--- src/rtl/transmisor_serie_resultado_pkg.sv ---
// Shared definitions for the serial result transmitter: default width,
// FSM state codes and the parity helper.
package transmisor_serie_resultado_pkg;

  localparam int RES_WIDTH = 34;

  typedef enum logic [1:0] {
    ST_IDLE = 2'd0,
    ST_SEND = 2'd1,
    ST_PAR  = 2'd2,
    ST_DONE = 2'd3
  } tx_state_t;

  // Callers zero-extend; padding zeros do not change even parity.
  function automatic logic even_parity(input logic [63:0] word);
    return ^word;
  endfunction

endpackage

--- src/rtl/transmisor_serie_resultado_if.sv ---
// Serial-side valid/ready link: the transmitter drives bit plus framing flags,
// the consumer answers with tx_ready.
interface transmisor_serie_resultado_if;
  logic tx_bit;
  logic tx_valid;
  logic tx_first;
  logic tx_last;
  logic tx_ready;

  modport master (output tx_bit, output tx_valid, output tx_first, output tx_last, input tx_ready);
  modport slave  (input tx_bit, input tx_valid, input tx_first, input tx_last, output tx_ready);
endinterface

--- src/rtl/transmisor_serie_resultado_contador_tx.sv ---
// Beat counter for one frame: clears on capture, counts accepted data beats,
// flags the last data bit.
module contador_tx #(
  parameter int WIDTH = 34,
  parameter int CW    = $clog2(WIDTH + 1)
) (
  input  logic          CLK,
  input  logic          RESET,
  input  logic          CE,
  input  logic          clear,
  input  logic          inc,
  output logic [CW-1:0] count,
  output logic          terminal
);

  logic [CW-1:0] count_r;

  // Counter register: reset and clear win over increment; CE freezes it.
  always_ff @(posedge CLK) begin
    if (!RESET) begin
      count_r <= '0;
    end else if (CE) begin
      if (clear) begin
        count_r <= '0;
      end else if (inc) begin
        count_r <= count_r + CW'(1);
      end
    end
  end

  assign count    = count_r;
  assign terminal = (count_r == CW'(WIDTH - 1));

endmodule

--- src/rtl/transmisor_serie_resultado.sv ---
// Bit-serial transmitter for the adder result word: capture on start, shift out
// one bit per accepted beat, optional trailing even-parity bit.
module transmisor_serie_resultado
  import transmisor_serie_resultado_pkg::*;
#(
  parameter int WIDTH     = RES_WIDTH,
  parameter int LSB_FIRST = 1,
  parameter int PARITY_EN = 0
) (
  input  logic                          CLK,
  input  logic                          RESET,
  input  logic                          CE,
  input  logic                          start,
  input  logic [WIDTH-1:0]              DATA_IN,
  transmisor_serie_resultado_if.master  tx,
  output logic                          busy,
  output logic                          done
);

  localparam int CW = $clog2(WIDTH + 1);

  tx_state_t        state_r;
  tx_state_t        state_nx;
  logic [WIDTH-1:0] shreg_r;
  logic             parity_r;
  logic [CW-1:0]    count;
  logic             terminal;
  logic             capture_s;
  logic             data_accept_s;
  logic             bit_s;
  logic             valid_s;
  logic             first_s;
  logic             last_s;
  logic             busy_s;
  logic             done_s;

  assign capture_s     = (state_r == ST_IDLE) & start;
  assign data_accept_s = (state_r == ST_SEND) & tx.tx_ready;

  contador_tx #(.WIDTH(WIDTH), .CW(CW)) u_contador (
    .CLK      (CLK),
    .RESET    (RESET),
    .CE       (CE),
    .clear    (capture_s),
    .inc      (data_accept_s),
    .count    (count),
    .terminal (terminal)
  );

  // State register.
  always_ff @(posedge CLK) begin
    if (!RESET) begin
      state_r <= ST_IDLE;
    end else if (CE) begin
      state_r <= state_nx;
    end
  end

  // Data path: capture word and parity, then shift toward the output tap on each accept.
  always_ff @(posedge CLK) begin
    if (!RESET) begin
      shreg_r  <= '0;
      parity_r <= 1'b0;
    end else if (CE) begin
      if (capture_s) begin
        shreg_r  <= DATA_IN;
        parity_r <= even_parity(64'(DATA_IN));
      end else if (data_accept_s) begin
        if (LSB_FIRST != 0) begin
          shreg_r <= {1'b0, shreg_r[WIDTH-1:1]};
        end else begin
          shreg_r <= {shreg_r[WIDTH-2:0], 1'b0};
        end
      end
    end
  end

  // Next-state logic.
  always_comb begin
    state_nx = state_r;
    case (state_r)
      ST_IDLE: begin
        if (start) state_nx = ST_SEND;
        else       state_nx = ST_IDLE;
      end
      ST_SEND: begin
        if (tx.tx_ready && terminal) state_nx = (PARITY_EN != 0) ? ST_PAR : ST_DONE;
        else                         state_nx = ST_SEND;
      end
      ST_PAR: begin
        if (tx.tx_ready) state_nx = ST_DONE;
        else             state_nx = ST_PAR;
      end
      ST_DONE: state_nx = ST_IDLE;
      default: state_nx = ST_IDLE;
    endcase
  end

  // Output decode from state, counter and shift register only (no path from tx_ready).
  always_comb begin
    bit_s   = 1'b0;
    valid_s = 1'b0;
    first_s = 1'b0;
    last_s  = 1'b0;
    busy_s  = 1'b0;
    done_s  = 1'b0;
    case (state_r)
      ST_IDLE: begin
        busy_s = 1'b0;
      end
      ST_SEND: begin
        valid_s = 1'b1;
        busy_s  = 1'b1;
        bit_s   = (LSB_FIRST != 0) ? shreg_r[0] : shreg_r[WIDTH-1];
        first_s = (count == '0);
        last_s  = terminal & (PARITY_EN == 0);
      end
      ST_PAR: begin
        valid_s = 1'b1;
        busy_s  = 1'b1;
        bit_s   = parity_r;
        last_s  = 1'b1;
      end
      ST_DONE: begin
        done_s = 1'b1;
      end
      default: begin
        done_s = 1'b0;
      end
    endcase
  end

  assign tx.tx_bit   = bit_s;
  assign tx.tx_valid = valid_s;
  assign tx.tx_first = first_s;
  assign tx.tx_last  = last_s;
  assign busy        = busy_s;
  assign done        = done_s;

endmodule

--- src/flat_wrapper.sv ---
// flat-port wrapper written by rule: the top's interface ports become plain ports
module transmisor_serie_resultado_flat import transmisor_serie_resultado_pkg::*;
#(
  parameter int WIDTH     = RES_WIDTH,
  parameter int LSB_FIRST = 1,
  parameter int PARITY_EN = 0
)
  (CLK, RESET, CE, start, DATA_IN, busy, done, tx_tx_bit, tx_tx_valid, tx_tx_first, tx_tx_last, tx_tx_ready);
  transmisor_serie_resultado_if tx_i ();
  input  logic CLK;
  input  logic RESET;
  input  logic CE;
  input  logic start;
  input  logic [WIDTH-1:0] DATA_IN;
  output logic busy;
  output logic done;
  output wire logic [$bits(tx_i.tx_bit)-1:0] tx_tx_bit;
  output wire logic [$bits(tx_i.tx_valid)-1:0] tx_tx_valid;
  output wire logic [$bits(tx_i.tx_first)-1:0] tx_tx_first;
  output wire logic [$bits(tx_i.tx_last)-1:0] tx_tx_last;
  input wire logic [$bits(tx_i.tx_ready)-1:0] tx_tx_ready;
  assign tx_tx_bit = tx_i.tx_bit;
  assign tx_tx_valid = tx_i.tx_valid;
  assign tx_tx_first = tx_i.tx_first;
  assign tx_tx_last = tx_i.tx_last;
  assign tx_i.tx_ready = tx_tx_ready;
  transmisor_serie_resultado #(.WIDTH(WIDTH), .LSB_FIRST(LSB_FIRST), .PARITY_EN(PARITY_EN)) u_core (.CLK(CLK), .RESET(RESET), .CE(CE), .start(start), .DATA_IN(DATA_IN), .tx(tx_i), .busy(busy), .done(done));
endmodule
--- config.mk ---
export PLATFORM = sky130hd
export DESIGN_NAME = transmisor_serie_resultado_flat
export DESIGN_NICKNAME = d
export VERILOG_FILES = /design/src/rtl/transmisor_serie_resultado_pkg.sv /design/src/rtl/transmisor_serie_resultado_if.sv /design/src/rtl/transmisor_serie_resultado_contador_tx.sv /design/src/rtl/transmisor_serie_resultado.sv /design/src/flat_wrapper.sv
export SDC_FILE = /design/constraint.sdc
export NUM_CORES = 1
export LEC_CHECK = 0
export ABC_AREA = 1
export CAP_MARGIN = 30
export CELL_PAD_IN_SITES_DETAIL_PLACEMENT = 0
export CELL_PAD_IN_SITES_GLOBAL_PLACEMENT = 1
export CORE_AREA = 2 2 80 97
export DETAILED_ROUTE_END_ITERATION = 16
export DIE_AREA = 0 0 82 99
export MAX_ROUTING_LAYER = met4
export PLACE_DENSITY_LB_ADDON = 0.25
export SETUP_SLACK_MARGIN = 0.3
export SLEW_MARGIN = 20
export SYNTH_ARGS = -nofsm -noshare
export SYNTH_HDL_FRONTEND = slang
export SYNTH_SLANG_ARGS = --single-unit
--- constraint.sdc ---
create_clock -name CLK -period 3.7 [get_ports CLK]
set_clock_uncertainty 0.1 [all_clocks]
set_input_delay 0.74 -clock CLK [delete_from_list [all_inputs] [get_ports CLK]]
set_output_delay 0.74 -clock CLK [all_outputs]
set_load 0.005 [all_outputs]
==> flow_metrics.py, run 1 <==
metrics = {
    "outcome": {
        "outcome": "finished clean",
    },
    "global_route": {
        "first_pass_grt_wire_length_microns": 10600,
        "grt_antenna_before_repair": 0,
        "grt_max_degree": 57,
        "global_route_total_usage_across_every_layer": 0.167,
        "first_global_vias": 2472,
        "globalRoute.totalOverflow": 0,
    },
    "critical_path": {
        "critical_path.max_fanout": 6,
        "worst_ep_arrival_time_ns": 1.78,
        "crit_path_cell_trace": "inv_1, ha_1, inv_1, a21oi_1, clkdlybuf4s50_1",
        "worst_ep_required_time_ns": 2.86,
        "crit-reg2reg-capture": "u_core.u_contador.count[5]$_SDFFE_PN0P_",
        "end_kind": "primary output",
        "crit_family": "buffers and inverters",
        "slowest_cell_on_the_critical_path": "clkdlybuf4s50_1",
        "crit_path_start_kind": "register",
        "timing.critical_path.slowest_cell_delay_ns": 0.51,
        "timing.reg2reg.worst_path_depth": 10,
        "timing_worst_setup_path_type": "reg -> out",
        "crit-reg2reg-launch": "u_core.state_r[0]$_SDFFE_PN0P_",
        "critPathMostFrequentCell": "inv_1",
        "cp.buffers_inverters": 3,
        "timing.reg2reg.setup_slack_ns": 1.41,
    },
    "logic_synthesis": {
        "synth.yosys.warnings": 0,
        "synth.largest_area_cell": "dfxtp_1",
        "number_of_flops_mapped_to_enable_cells_by_yosys": 0,
        "post_synth_main_area_contributors": "dfxtp_1, nand2_1, nor2_1, inv_1, a211oi_1",
        "syn-instance-count": 439,
        "netlist_area_sq_um": 2800,
        "area_fraction_of_the_dominant_cell_type_after_synthesis": 0.308,
        "synth_sequential_area_ratio": 0.308,
        "synthMostInstantiatedCell": "nand2_1",
        "synthesis.nets": 486,
        "yosys_register_bits": 43,
        "synthTopCellsByCount": "nand2_1, nor2_1, inv_1",
        "synth-async-reset-ratio": 0,
        "synth-main-ff-cell": "dfxtp_1",
        "synth.avg_cell_area_sq_um": 6.38,
        "yosys.cell_types.count": 29,
    },
    "drt": {
        "detail_route.drc_violations": 0,
        "postRouteAntennaNets": 0,
        "wire_per_inst_microns": 10.8,
        "drt_wl_total_microns": 6110,
        "dr.pass1.iters": 4,
        "drt_iter0_markers": 126,
        "dr_total_vias": 2681,
        "vias_per_cell": 4.75,
    },
    "clocking": {
        "cts.htree.levels": 2,
        "postCtsResizedCells": 0,
        "clock_insertion_delay_at_the_later_pin_of_the_skew_report_ns": 0.30,
        "cts_root_buffer": "clkbuf_8",
        "clock_net_sink_count": 43,
        "cts_setup_buffers": 0,
        "cts-hold-fix-buffers": 0,
        "clk_pin_slew_ns": 0.09,
        "max-clock-path-buffers": 2,
        "tritoncts": "done",
        "cts-buffers-inserted": 5,
    },
    "timing": {
        "worst_slew_margin_rel": 0.560,
        "final.hold.worst_slack_ns": 0.360,
        "finalCritPeriodShare": 0.709,
        "timing.setup.tns_ns": 0,
        "timing.final.setup_violations": 0,
        "finalCriticalPeriod_ns": 2.62,
        "report.final.hold_viol_count": 0,
        "transition_time_of_the_tightest_slew_check_pin_ns": 0.658,
        "unrepaired_setup_endpoints_after_global_routing": "no",
        "timing.fmax_ghz": 0.381,
        "slew_viol_final": 0,
    },
    "die": {
        "fp.coreArea_sq_um": 7150,
        "ioPinCount": 45,
        "die_area_sq_um": 8120,
        "std_cell_rows": 34,
        "initial_standard_cell_utilization_of_the_core": 0.392,
        "die-height_microns": 99,
        "floorplan.die.width_microns": 82,
    },
    "place": {
        "gpl.final_weighted_congestion": 0.764,
        "dp_hpwl_microns": 4420,
        "io_buffer_count": 44,
    },
    "power": {
        "leakagePower_nw": 1.56,
        "peakVddDrop_uv": 161,
        "power_density_over_the_cells_nw_per_um2": 364,
    },
    "cells_and_area": {
        "final.fill_count": 742,
        "finalNetCount": 520,
        "syn_to_final_growth_pct": 21.5,
        "post_route_cells_drive_above_1_share": 0.0485,
        "antenna-diode-count": 0,
    },
    "min_path": {
        "hold_path_end": "u_core.parity_r$_SDFFE_PN0P_",
        "holdCritPathClass": "reg -> reg",
        "hold_depth": 2,
        "timing.hold.worst.start": "u_core.parity_r$_SDFFE_PN0P_",
    },
    "job": {
        "drv.max_cap_violation_count": 0,
    },
}
[registers in the layout (all words and copies together) (netlist names), named ones only]
signal and count:
u_core.state_r 1, u_core.parity_r 1, u_core.u_contador.count 6, u_core.shreg_r 34
[cells in the final DEF, fill, tap and decap left out, types with 3 or more instances in the layout]
cell type	instances
nand2_1	131
nor2_1	65
inv_1	47
clkdlybuf4s50_1	44
dfxtp_1	43
o21ai_1	28
a211oi_1	23
nand3_1	16
a31oi_1	11
xnor2_1	9
o21ai_0	8
ha_1	8
a21oi_1	7
xor2_1	5
clkbuf_8	5
nand2_2	4
nand3_2	3
[stage by stage]
step	instances	setup WS, ns	total power [mW]	util	area, sq um
floorplan	439	1.92	0.722	-	2800
finish	564	1.08	1.24	0.476	3400
CTS	564	1.05	1.24	0.476	3400
global route	564	0.943	1.31	0.476	3400
detailed placement	556	0.794	0.815	0.457	3270
global placement	556	0.877	0.811	0.457	3270
[report_power, final]
part | internal, mW | switching, mW
clock | 0.270 | 0.164
sequential | 0.496 | 0.0173
combinational | 0.122 | 0.168
[worst register-to-register path, cell delays in order (launching register included)]
cell and delay [ns]:
dfxtp_1 0.33, inv_1 0.15, ha_1 0.45, nand2_2 0.13, nor2_4 0.17, nor2_8 0.13, inv_6 0.29, nand3_2 0.13
nor2_2 0.11, xor2_1 0.15, nor2_1 0.05
[worst max-delay path by stage]
stage | from | endpoint | slack, ns | cells after the start
2_1_floorplan | u_core.state_r[0]$_SDFFE_PN0P_ | tx_tx_bit | 1.92 | 4
3_3_place_gp | start | u_core.u_contador.count[5]$_SDFFE_PN0P_ | 0.88 | 9
3_5_place_dp | start | u_core.u_contador.count[5]$_SDFFE_PN0P_ | 0.79 | 9
4_1_cts | u_core.state_r[0]$_SDFFE_PN0P_ | tx_tx_bit | 1.05 | 5
5_1_grt | start | u_core.u_contador.count[5]$_SDFFE_PN0P_ | 0.94 | 9
6_report | u_core.state_r[0]$_SDFFE_PN0P_ | tx_tx_bit | 1.08 | 5
[metal layers]
metal,up-vias,global-route usage,part of all wire
li1,1467,-,-
met1,1171,0.213,0.49
met2,38,0.271,0.47
met3,5,0.0311,0.031
met4,0,0.0385,0.0093
met5,-,-,0
[kinds of logic after synthesis]
group / count (synthesis) / synth area share
AND/OR/NAND/NOR: 227 / 0.340
AO/OA/AOI/OAI: 79 / 0.169
buffers and inverters: 68 / 0.104
flip-flops: 43 / 0.308
XOR/XNOR: 14 / 0.0438
adder cells (fa/ha/maj): 8 / 0.0358
[area by class of cell]
class / instances / area, sq um / area share
clock buffers: 6 / 72.6 / 0.0213
clock inverters: 2 / 60.1 / 0.0177
inverters: 49 / 189 / 0.0556
multi-input cells: 328 / 1650 / 0.485
flip-flops and latches: 43 / 861 / 0.253
well taps: 90 / 113 / 0.0331
repair buffers: 46 / 455 / 0.134
Note: power is estimated with default switching activity, not from simulation.
==> run 2: changes to the inputs <==
- CORE_AREA: 2 2 80 97 -> 2 2 83 101
- DIE_AREA: 0 0 82 99 -> 0 0 85 103
- clock period: 3.7 -> 2.5 ns (I/O delays scaled with it)
==> run 2 against run 1 <==
- via count down 0.56%
- sequential share of layout area down 0.23 points
- cell count rose by 1.6%
- non-clock buffer count rose by 4
- count of clock-buffer cells in the layout up 1
- critical path depth shrank 2
- global-route usage shrank 1.4 points
- total power rose by 37%
==> flow_metrics.py, run 2 (synthesis results as in run 1) <==
metrics = {
    "outcome": {
        "outcome": "finished clean",
    },
    "die": {
        "fp.coreArea_sq_um": 7880,
        "die-height_microns": 103,
        "std_cell_rows": 36,
        "initial_standard_cell_utilization_of_the_core": 0.355,
        "ioPinCount": 45,
        "floorplan.die.width_microns": 85,
        "die_area_sq_um": 8760,
    },
    "clocking": {
        "cts_root_buffer": "clkbuf_8",
        "clock_net_sink_count": 43,
        "clk_pin_slew_ns": 0.08,
        "cts-buffers-inserted": 5,
        "cts.htree.levels": 2,
        "tritoncts": "done",
        "max-clock-path-buffers": 2,
        "clock_insertion_delay_at_the_later_pin_of_the_skew_report_ns": 0.29,
    },
    "job": {
        "drv.max_cap_violation_count": 0,
    },
    "critical_path": {
        "worst_ep_required_time_ns": 1.90,
        "crit_path_start_kind": "register",
        "slowest_cell_on_the_critical_path": "clkdlybuf4s50_1",
        "critical_path.max_fanout": 6,
        "worst_ep_arrival_time_ns": 1.50,
        "crit_path_cell_trace": "inv_2, ha_4, clkdlybuf4s50_1",
        "timing_worst_setup_path_type": "reg -> out",
        "end_kind": "primary output",
        "timing.critical_path.slowest_cell_delay_ns": 0.49,
    },
    "place": {
        "io_buffer_count": 44,
        "gpl.final_weighted_congestion": 0.766,
        "dp_hpwl_microns": 4470,
        "dp_cells": 565,
    },
    "cells_and_area": {
        "most-common-layout-cells": "nand2_1, nor2_1, inv_1, clkdlybuf4s50_1, dfxtp_1",
        "syn_to_final_growth_pct": 23.5,
        "largest_register_ffs": 34,
        "post_route_cells_drive_above_1_share": 0.0774,
        "multi_input_area_sq_um": 1680,
        "final.fill_count": 820,
        "antenna-diode-count": 0,
        "seq_area_sq_um": 867,
        "top_register": "u_core.shreg_r",
        "commonest_non_fill_non_tap_cell_in_the_layout": "nand2_1",
        "finalNetCount": 524,
        "instances_no_fill": 573,
    },
    "drt": {
        "detail_route.drc_violations": 0,
        "dr_total_vias": 2666,
        "dr.pass1.iters": 4,
        "vias_per_cell": 4.65,
        "drt_iter0_markers": 127,
        "wire_per_inst_microns": 10.6,
        "postRouteAntennaNets": 0,
        "drt_wl_total_microns": 6100,
    },
    "min_path": {
        "holdCritPathClass": "reg -> reg",
    },
    "global_route": {
        "global_route_total_usage_across_every_layer": 0.153,
        "grt_antenna_before_repair": 0,
        "first_pass_grt_wire_length_microns": 10800,
        "globalRoute.totalOverflow": 0,
        "grt_max_degree": 57,
        "first_global_vias": 2487,
    },
    "timing": {
        "slew_viol_final": 0,
        "report.final.hold_viol_count": 0,
        "worst_slew_margin_rel": 0.695,
        "timing.setup.tns_ns": 0,
        "unrepaired_setup_endpoints_after_global_routing": "no",
        "finalCriticalPeriod_ns": 2.10,
        "finalCritPeriodShare": 0.841,
        "timing.fmax_ghz": 0.475,
        "transition_time_of_the_tightest_slew_check_pin_ns": 0.457,
        "timing.final.setup_violations": 0,
    },
    "power": {
        "leakagePower_nw": 1.60,
        "power_density_over_the_cells_nw_per_um2": 490,
        "fin_total_pwr_mw": 1.69,
        "peakVddDrop_uv": 220,
    },
}
-- run 2: cell count changes in the layout (fill, tap and decap cells not counted), moves of 2 or more --
cell / previous run / this run
dfxtp_1: 43 / 40
bufinv_16: 2 / 0
dlygate4sd2_1: 0 / 2
buf_4: 2 / 5
dfxtp_2: 0 / 2
inv_1: 47 / 44
ha_4: 0 / 2
clkdlybuf4s50_1: 44 / 41
clkbuf_8: 5 / 7
inv_2: 1 / 3
ha_1: 8 / 6
-- run 2: final timing paths --
path	from	to	slack [ns]	cells after the start
max reg2reg	u_core.state_r[0]$_SDFFE_PN0P_	u_core.shreg_r[2]$_SDFFE_PN0P_	0.55	9
max	u_core.state_r[0]$_SDFFE_PN0P_	busy	0.40	3
min	u_core.parity_r$_SDFFE_PN0P_	u_core.parity_r$_SDFFE_PN0P_	0.37	2
min reg2reg	u_core.parity_r$_SDFFE_PN0P_	u_core.parity_r$_SDFFE_PN0P_	0.37	2
-- run 2: layout make-up --
cell class / instances / area share
Multi-Input combinational cell: 328 / 0.485
Sequential cell: 43 / 0.251
Timing Repair Buffer: 50 / 0.144
Inverter: 49 / 0.0554
Tap cell: 95 / 0.0344
Clock buffer: 7 / 0.0279
Clock inverter: 1 / 0.00217
-- run 2: metrics by stage --
stage	cell area [sq um]	setup slack [ns]	util	hold WS, ns
finish	3460	0.396	0.439	0.367
global route	3460	0.305	0.439	0.388
CTS	3450	0.310	0.438	0.373
detailed placement	3320	0.175	0.421	0.354
global placement	3320	0.203	0.421	0.355
floorplan	2800	0.868	-	0.326
-- run 2: power by group --
part | internal [mW] | total, mW | leakage (nW) | switching [mW]
Clock | 0.251 | 0.492 | 0.0505 | 0.240
Sequential | 0.734 | 0.760 | 0.354 | 0.0263
Combinational | 0.191 | 0.442 | 1.20 | 0.251
Total | 1.18 | 1.69 | 1.60 | 0.517
-- run 2: worst max-delay path: cells and delay by family, from the launching register on --
kind                       cells  cell delay, ns
DFF                            1            0.38
adders and majority gates      1            0.27
buffers and inverters          2            0.56
-- run 2: routing by layer --
metal,vias to the layer above,global-route usage,wire [microns]
li1,1482,-,-
met1,1134,0.198,3150
met4,0,0.0330,45
met3,5,0.0232,204
met2,45,0.252,2700
met5,-,-,0
-- run 2: what timing repair did --
item | 4_1_cts | 5_1_grt
pin swaps | 1 | 0
setup buffers | 0 | 0
gates resized for setup | 14 | 1
setup endpoints to repair | 5 | 1
hold buffers | 0 | 0
==> run 3: changes to the inputs <==
- CORE_AREA: 2 2 83 101 -> 2 2 86 105
- DIE_AREA: 0 0 85 103 -> 0 0 88 107
- clock period: 2.5 -> 1.9 ns (I/O delays scaled with it)
==> run 3 against run 2 <==
- sequential power grew 34%
- largest cell class unchanged
- die area increased by 7.5%
- count of clock-buffer cells in the layout is 2 lower
- utilization is 9.6 points higher
- global-route usage up 1.5 points
- combinational power up 91%
==> flow_metrics.py, run 3 (synthesis results as in run 1) <==
metrics = {
    "cells_and_area": {
        "finalNetCount": 590,
        "most-common-layout-cells": "nand2_1, nor2_1, buf_4, inv_1, dfxtp_1",
        "top_register": "u_core.shreg_r",
        "syn_to_final_growth_pct": 60.0,
        "commonest_non_fill_non_tap_cell_in_the_layout": "nand2_1",
        "post_route_cells_drive_above_1_share": 0.355,
        "largest_register_ffs": 34,
        "postLayoutCoreUtil": 0.534,
        "antenna-diode-count": 0,
    },
    "die": {
        "die_area_sq_um": 9420,
        "std_cell_rows": 37,
        "floorplan.die.width_microns": 88,
        "initial_standard_cell_utilization_of_the_core": 0.334,
        "fp.coreArea_sq_um": 8380,
        "die-height_microns": 107,
        "ioPinCount": 45,
    },
    "drt": {
        "postRouteAntennaNets": 0,
        "dr_total_vias": 3036,
        "vias_per_cell": 4.59,
        "drt_wl_total_microns": 7420,
        "drt_iter0_markers": 69,
        "wire_per_inst_microns": 11.2,
        "dr.pass1.iters": 4,
        "detail_route.drc_violations": 0,
    },
    "clocking": {
        "cts.htree.levels": 2,
        "max-clock-path-buffers": 2,
        "clock_net_sink_count": 43,
        "cts_root_buffer": "clkbuf_8",
        "cts-buffers-inserted": 5,
        "clock_insertion_delay_at_the_later_pin_of_the_skew_report_ns": 0.29,
        "cts-hold-fix-buffers": 0,
        "tritoncts": "done",
        "clk_pin_slew_ns": 0.08,
    },
    "global_route": {
        "first_global_vias": 2951,
        "global_route_total_usage_across_every_layer": 0.167,
        "first_pass_grt_wire_length_microns": 12500,
        "globalRoute.totalOverflow": 0,
        "grt_max_degree": 20,
        "grt_antenna_before_repair": 0,
    },
    "critical_path": {
        "crit-reg2reg-launch": "u_core.state_r[0]$_SDFFE_PN0P_",
        "crit_path_start_kind": "register",
        "crit_path_cell_trace": "buf_6, ha_4, buf_6, nand3_2, nor2_1, buf_2",
        "timing.critical_path.from": "u_core.state_r[0]$_SDFFE_PN0P_",
        "worst_ep_required_time_ns": 1.42,
        "slowest_cell_on_the_critical_path": "dfxtp_2",
        "timing_worst_setup_path_type": "reg -> out",
        "end_kind": "primary output",
        "critical_path.max_fanout": 4,
        "timing.critical_path.slowest_cell_delay_ns": 0.37,
        "worst_ep_arrival_time_ns": 1.28,
        "critPathMostFrequentCell": "buf_6",
        "crit_family": "flip-flops",
        "cp.buffers_inverters": 3,
    },
    "timing": {
        "finalCriticalPeriod_ns": 1.76,
        "finalCritPeriodShare": 0.925,
        "timing.fmax_ghz": 0.569,
        "timing.final.setup_violations": 0,
        "transition_time_of_the_tightest_slew_check_pin_ns": 0.366,
        "worst_slew_margin_rel": 0.754,
        "report.final.hold_viol_count": 0,
        "slew_viol_final": 0,
        "unrepaired_setup_endpoints_after_global_routing": "yes",
    },
    "power": {
        "clockPowerShare": 0.234,
        "power_density_over_the_cells_nw_per_um2": 543,
        "peakVddDrop_uv": 325,
        "p_seq_frac": 0.418,
        "leakagePower_nw": 2.09,
        "power_switching_mw": 0.804,
        "intPower_mw": 1.63,
        "power_switching_share": 0.331,
        "power_frac_comb": 0.348,
        "fin_total_pwr_mw": 2.43,
    },
    "job": {
        "drv.max_cap_violation_count": 0,
    },
    "place": {
        "gpl.final_weighted_congestion": 0.807,
        "io_buffer_count": 44,
        "dp_hpwl_microns": 5150,
    },
    "min_path": {
        "timing.hold.worst.start": "DATA_IN[33]",
        "holdCritPathClass": "in -> reg",
    },
    "outcome": {
        "outcome": "finished clean",
    },
}
## run 3: cell types whose count changed in the layout (fill, tap and decap cells not counted), sizes merged
cell | before | now
clkdlybuf4s15 | 0 | 5
clkinvlp | 1 | 0
buf | 6 | 78
dlymetal6s2s | 1 | 2
clkdlybuf4s50 | 41 | 4
dlygate4sd2 | 2 | 25
clkinv | 0 | 3
## run 3: timing repair
| action | 4_1_cts | 5_1_grt |
|---|---|---|
| endpoints found under the setup margin | 46 | 44 |
| setup buffers | 11 | 4 |
| pin swaps | 34 | 22 |
| cloned | 2 | 0 |
| gates resized for setup | 144 | 53 |
## run 3: metrics by stage
step	worst slack (ns)	instance area, sq um	hold WS [ns]	setup TNS (ns)	cells
6_report	0.142	4480	0.327	0	661
5_1_grt	0.0608	4480	0.341	0	661
4_1_cts	0.136	4230	0.380	0	657
3_5_place_dp	-0.165	3760	0.368	-1.80	636
3_3_place_gp	-0.122	3760	0.360	-1.57	636
2_1_floorplan	0.307	2800	0.326	0	439
## run 3: cell type report
class	count	area [sq um]
Multi-Input combinational cell	328	2100
Fill cell	850	3900
Sequential cell	43	866
Tap cell	117	146
Clock buffer	5	68.8
Clock inverter	3	15.0
Inverter	49	196
Timing Repair Buffer	116	1090
## run 3: path summary, 6_finish.rpt
| check | to | slack [ns] | cells after the start |
|---|---|---|---|
| worst max register to register | u_core.shreg_r[19]$_SDFFE_PN0P_ | 0.15 | 10 |
| worst min register to register | u_core.shreg_r[18]$_SDFFE_PN0P_ | 0.38 | 2 |
| worst max-delay path | tx_tx_first | 0.14 | 6 |
| worst min-delay path | u_core.shreg_r[33]$_SDFFE_PN0P_ | 0.33 | 2 |
## run 3: per-layer routing
layer / GRT usage / wire, microns / part of all wire / up-vias
met1: 0.198 / 3250 / 0.44 / 1379
li1: - / - / - / 1613
met5: - / 0 / 0 / -
met3: 0.0162 / 175 / 0.024 / 8
met4: 0.0385 / 84 / 0.011 / 0
met2: 0.301 / 3900 / 0.53 / 36
## run 3: power groups by stage
stage / registers (mW) / clock network [mW] / logic (mW)
floorplan: 1.01 / 0 / 0.396
global placement: 1.02 / 0 / 0.673
detailed placement: 1.02 / 0 / 0.681
CTS: 1.01 / 0.579 / 0.781
finish: 1.02 / 0.570 / 0.846
global route: 1.03 / 0.625 / 0.937
